## config.mk

```make
export PLATFORM = sky130hd
export DESIGN_NAME = bias_ctrl
export DESIGN_NICKNAME = d
export VERILOG_FILES = /design/src/rtl/tpu_pkg.sv /design/src/rtl/bias_loader.sv /design/src/rtl/bias_ctrl.sv
export SDC_FILE = /design/constraint.sdc
export NUM_CORES = 1
export LEC_CHECK = 0
export CAP_MARGIN = 20
export CORE_MARGIN = 2
export CORE_UTILIZATION = 40
export DETAILED_ROUTE_END_ITERATION = 12
export HOLD_SLACK_MARGIN = 0.15
export PLACE_DENSITY = 0.66
export SYNTH_ARGS = -nofsm -noshare
export SYNTH_HDL_FRONTEND = slang
export SYNTH_HIERARCHICAL = 1
export SYNTH_SLANG_ARGS = --single-unit
export TNS_END_PERCENT = 10
```

## constraint.sdc

```tcl
create_clock -name clk -period 2.82 [get_ports clk]
set_clock_uncertainty 0.05 [all_clocks]
set_input_delay 0.705 -clock clk [delete_from_list [all_inputs] [get_ports clk]]
set_output_delay 0.705 -clock clk [all_outputs]
set_load 0.005 [all_outputs]
```

## src/rtl/tpu_pkg.sv

```systemverilog
// Shared types for the systolic-array edge blocks: bias scalar type and sequencer state encodings.
package tpu_pkg;

    localparam int unsigned DATA_W = 16;

    typedef logic signed [DATA_W-1:0] bias_t;

    typedef enum logic {
        L_FILL = 1'b0,
        L_FULL = 1'b1
    } load_state_e;

    typedef enum logic {
        R_IDLE = 1'b0,
        R_RUN  = 1'b1
    } run_state_e;

endpackage

```

## src/rtl/bias_loader.sv

```systemverilog
// Bias stream to one-hot per-column load sequencer; owns the column index and the staged-set flag.
module bias_loader #(
    parameter int unsigned N_COLS = 2,
    parameter int unsigned DATA_W = tpu_pkg::DATA_W
) (
    input  logic              clk,
    input  logic              rst,
    input  logic              b_valid_i,
    input  logic [DATA_W-1:0] b_data_i,
    input  logic              accept_i,
    output logic              b_ready_o,
    output logic [N_COLS-1:0] load_bias_o,
    output logic [DATA_W-1:0] bias_scalar_o,
    output logic              staged_full_o
);
    import tpu_pkg::*;

    localparam int unsigned      IDX_W    = (N_COLS > 1) ? $clog2(N_COLS) : 1;
    localparam logic [IDX_W-1:0] LAST_IDX = IDX_W'(N_COLS - 1);

    load_state_e       state_q;
    logic [IDX_W-1:0]  load_idx_q;
    logic [N_COLS-1:0] load_bias_q;
    logic [DATA_W-1:0] scalar_q;
    logic              staged_full_q;
    logic              beat_c;

    // Held off during accept so no strobe can land in the switch cycle.
    assign b_ready_o = !rst && (state_q == L_FILL) && !accept_i;
    assign beat_c    = b_valid_i && b_ready_o;

    always_ff @(posedge clk) begin
        if (rst) begin
            state_q       <= L_FILL;
            load_idx_q    <= '0;
            load_bias_q   <= '0;
            scalar_q      <= '0;
            staged_full_q <= 1'b0;
        end else begin
            load_bias_q <= '0;
            if (accept_i) begin
                state_q       <= L_FILL;
                staged_full_q <= 1'b0;
            end else if (beat_c) begin
                load_bias_q <= N_COLS'(1) << load_idx_q;
                scalar_q    <= b_data_i;
                if (load_idx_q == LAST_IDX) begin
                    load_idx_q    <= '0;
                    state_q       <= L_FULL;
                    staged_full_q <= 1'b1;
                end else begin
                    load_idx_q <= load_idx_q + IDX_W'(1);
                end
            end
        end
    end

    assign load_bias_o   = load_bias_q;
    assign bias_scalar_o = scalar_q;
    assign staged_full_o = staged_full_q;

endmodule

```

## src/rtl/bias_ctrl.sv

```systemverilog
// Bias row sequencer: stages bias sets via bias_loader, switches them in at tile start and
// counts last-column valid beats to detect tile completion.
module bias_ctrl #(
    parameter int unsigned N_COLS = 2,
    parameter int unsigned DATA_W = tpu_pkg::DATA_W,
    parameter int unsigned ROWS_W = 8
) (
    input  logic              clk,
    input  logic              rst,
    input  logic              b_valid,
    output logic              b_ready,
    input  logic [DATA_W-1:0] b_data,
    input  logic              tile_start,
    output logic              tile_start_ready,
    input  logic [ROWS_W-1:0] tile_rows,
    input  logic              tile_backward,
    input  logic              col_valid_last_in,
    output logic [N_COLS-1:0] load_bias_out,
    output logic [DATA_W-1:0] bias_scalar_out,
    output logic              bias_switch_out,
    output logic              bias_backward_out,
    output logic              staged_full,
    output logic              running,
    output logic              tile_done,
    output logic              err_out
);
    import tpu_pkg::*;

    run_state_e        run_q;
    logic [ROWS_W-1:0] rows_q;
    logic [ROWS_W-1:0] cnt_q;
    logic              switch_q;
    logic              backward_q;
    logic              running_q;
    logic              done_q;
    logic              err_q;
    logic              accept_c;
    logic              last_beat_c;

    assign tile_start_ready = staged_full && (run_q == R_IDLE);
    assign accept_c         = tile_start && tile_start_ready;
    assign last_beat_c      = col_valid_last_in && (ROWS_W'(cnt_q + ROWS_W'(1)) == rows_q);

    bias_loader #(
        .N_COLS (N_COLS),
        .DATA_W (DATA_W)
    ) u_loader (
        .clk           (clk),
        .rst           (rst),
        .b_valid_i     (b_valid),
        .b_data_i      (b_data),
        .accept_i      (accept_c),
        .b_ready_o     (b_ready),
        .load_bias_o   (load_bias_out),
        .bias_scalar_o (bias_scalar_out),
        .staged_full_o (staged_full)
    );

    // Run FSM; a zero-row tile completes on the cycle after its switch without counting.
    always_ff @(posedge clk) begin
        if (rst) begin
            run_q      <= R_IDLE;
            rows_q     <= '0;
            cnt_q      <= '0;
            switch_q   <= 1'b0;
            backward_q <= 1'b0;
            running_q  <= 1'b0;
            done_q     <= 1'b0;
            err_q      <= 1'b0;
        end else begin
            switch_q <= accept_c;
            done_q   <= 1'b0;
            if (col_valid_last_in && (run_q == R_IDLE)) begin
                err_q <= 1'b1;
            end
            case (run_q)
                R_IDLE: begin
                    if (accept_c) begin
                        run_q      <= R_RUN;
                        rows_q     <= tile_rows;
                        cnt_q      <= '0;
                        running_q  <= 1'b1;
                        backward_q <= tile_backward;
                    end
                end
                R_RUN: begin
                    if ((rows_q == '0) || last_beat_c) begin
                        run_q      <= R_IDLE;
                        done_q     <= 1'b1;
                        running_q  <= 1'b0;
                        backward_q <= 1'b0;
                    end else if (col_valid_last_in) begin
                        cnt_q <= cnt_q + ROWS_W'(1);
                    end
                end
            endcase
        end
    end

    assign bias_switch_out   = switch_q;
    assign bias_backward_out = backward_q;
    assign running           = running_q;
    assign tile_done         = done_q;
    assign err_out           = err_q;

endmodule

```

==> impl_metrics.tcl <==
set metrics [dict create \
    status "completed" \
    worstHoldPathCells 2 \
    synth_top_area_share_pct 40.56 \
    yosys_warnings 6 \
    start_util_pct 41.12 \
    cts-htree-levels 2 \
    placed_cells 355 \
    die_h_um 76.00 \
    core-area_um2 5042 \
    synth_fp_nets 267 \
    ant_nets 0 \
    fin_crit_sh_pct 90.96 \
    antenna_found_initial 0 \
    dieWidth_um 76.00 \
    wl_um 4432 \
    fin_tns_setup_ns 0 \
    drv_slew 0 \
    post_cts_buffers 0 \
    tightestPinTransition_ns 0.4855 \
    area_growth_pct 35.12 \
    critPathKind "flip-flop to flip-flop" \
    wire_per_inst_um 12.21 \
    die_area_um2 5775 \
    rsz0062_at_grt "no" \
    numClockSinks 42 \
    crit_family "simple AND/OR/NAND/NOR gates" \
    critical_path.max_stage_delay_ns 0.40 \
    synth_simple_gate_area_share_pct 29.15 \
    synth-edff-count 0 \
    synth_flop_cell "dfxtp_1" \
    crit_buf_inv 1 \
    path_cells "ha_1 -> nand3_2 -> or3_1 -> and3_1 -> o211ai_2 -> o2111ai_2 -> buf_4 -> or4_1 -> a21oi_1" \
    cts_tree "done" \
    reg2reg_to "cnt_q[5]" \
    synth_compound_area_share_pct 12.31 \
    netlist_area_um2 2073 \
    maxSlewHeadroom_pct 67.63 \
    final_util_pct 55.56 \
    fill_cells 484 \
    ir_worst_vdd_v 0.0002726 \
    gr-total-overflow 0 \
    worstPathRequired_ns 2.99 \
    setup_viol 0 \
    async_reset_ff_share_pct 0 \
    vias 1776 \
    synth_cell_types 48 \
    power.density_nw_per_um2 444.2 \
    drc 0 \
    synth_seq_area_share_pct 40.56 \
    synthAdderAreaFrac_pct 1.086 \
    cp-start-kind "flip-flop" \
    min_from "u_loader/bias_scalar_o[15]" \
    drt-pass1-iter-count 4 \
    r2r_slack_ns 0.25 \
    crit_path_end_kind "flip-flop" \
    grt_pass1_wl_um 7583 \
    clk_latency_ns 0.29 \
    grt_max_degree 61 \
    drive_gt1_share_pct 9.215 \
    via_per_inst 4.893 \
    cp_max_fo 6 \
    synth_cells 236 \
    slowest_stage "dfxtp_1" \
    yosys.area_share.xor_xnor_pct 2.535 \
    synth-seq-cells 42 \
    post-route-min-period_ns 2.565 \
    place.gp.congestion 0.7587 \
    holdPathEnd "u_loader/bias_scalar_o[15]" \
    root_buffer "clkbuf_8" \
    r2r-start "cnt_q[1]" \
    synthMuxAreaShare_pct 9.294 \
    maxCapViolations 0 \
    dp_hpwl_um 3192 \
    synth_area_leader_cell "dfxtp_1" \
    cts_made_buffers 5 \
    rows 26 \
    synth_top_family_by_area "simple AND/OR/NAND/NOR gates" \
    cts_buffer_depth 2 \
    cts_resized 0 \
    synthTopCellsByArea "dfxtp_1 41%, nand2b_1 11%, mux2i_1 8.2%, nand2_1 4.2%, a21oi_1 4.1%" \
    hp-class "flip-flop to flip-flop" \
    cts_hold_buf 0 \
    layout.cells.non_filler 363 \
    path_clk_slew_ns 0.08 \
    fin_hold_ws_ns 0.4215 \
    nets 323 \
    dr.first_iter.drc_count 88 \
    io-pin-count 56 \
    cp.arrival_ns 2.73 \
    port_buffers 55 \
    r2r_cells 9 \
    antenna_cells 0 \
    p_leak_nw 1.054 \
    avgSynthCellArea_um2 8.785 \
    grt_pass1_vias 1689 \
    fmax_mhz 389.8 \
    finalHoldViolCount 0 \
    track_usage_pct 15.85 \
]
-- tightest hold or removal path, cell delays in order, from the launching register on --
cell      delay [ns]
dfxtp_1         0.31
nand2b_1        0.06
mux2i_1         0.05
-- layout by cell type, fill, tap and decap left out, types with 4 or more instances in the layout --
cell	count
a21oi_1	17
nand2b_1	36
xor2_1	4
nor2_1	13
dfxtp_1	42
nand3_1	8
mux2i_1	17
nand2_1	23
inv_1	4
and2_1	6
clkdlybuf4s50_1	54
clkbuf_8	6
o21ai_0	5
buf_4	10
-- per-layer routing --
metal | share of wire (%) | GRT usage, %
met5 | 0 | 0
met4 | 0.99 | 5.455
met3 | 7.6 | 5.450
met2 | 47 | 26.79
met1 | 44 | 18.83
-- cells by family after synthesis --
logic type	after synthesis
flip-flops	42
multiplexers	19
AND/OR/NAND/NOR	108
AO/OA/AOI/OAI	39
XOR/XNOR	6
buffers and inverters	20
adder cells (fa/ha/maj)	2
-- through the flow --
| stage | power [W] | setup slack, ns | instance area [µm²] |
|---|---|---|---|
| after detailed placement | 0.0008668 | 0.009213 | 2703 |
| after global placement | 0.0008646 | 0.01815 | 2703 |
| after floorplan | 0.0007525 | 0.5024 | 2073 |
| after CTS | 0.001265 | 0.005447 | 2794 |
| final | 0.001244 | 0.2549 | 2801 |
| after global routing | 0.001306 | 0.05623 | 2801 |
-- sequential cells by signal, indices dropped and copies added (netlist names), 2 cells and up --
signal                  cells
u_loader/load_bias_o        2
rows_q                      8
cnt_q                       8
u_loader/bias_scalar_o     16
-- cells in the mapped netlist (4+ instances only) --
library cell / count
a21oi_1: 17
and2_1: 6
buf_2: 5
clkbuf_1: 8
dfxtp_1: 42
inv_1: 4
mux2i_1: 17
nand2_1: 23
nand2b_1: 36
nand3_1: 8
nor2_1: 13
o21ai_0: 5
xor2_1: 4
-- worst max-delay path by stage --
stage                    start       end  slack (ns)  cells past startpoint
global route          cnt_q[1]  cnt_q[5]        0.06                     10
floorplan             cnt_q[0]  cnt_q[5]        0.50                      8
global placement    tile_start   b_ready        0.02                      6
CTS                 tile_start   b_ready       0.005                      6
detailed placement  tile_start   b_ready       0.009                      6
finish                cnt_q[1]  cnt_q[5]        0.25                      9
-- final cells by class --
cell class                      count  area, µm²  share of cell area (%)
Clock buffer                        7      86.33                   3.082
Clock inverter                      1      5.005                  0.1787
Inverter                            4      15.01                  0.5360
Multi-Input combinational cell    174       1139                   40.64
Sequential cell                    42      840.8                   30.01
Tap cell                           70      87.58                   3.126
Timing Repair Buffer               65      628.1                   22.42
-- power breakdown --
part / total [W] / switching [W] / internal [W]
clock: 0.000394 / 0.000196 / 0.000198
combinational: 0.000207 / 0.0000760 / 0.000131
sequential: 0.000643 / 0.0000200 / 0.000623
total: 0.00124 / 0.000292 / 0.000952
Note: power is estimated with default switching activity, not from simulation.
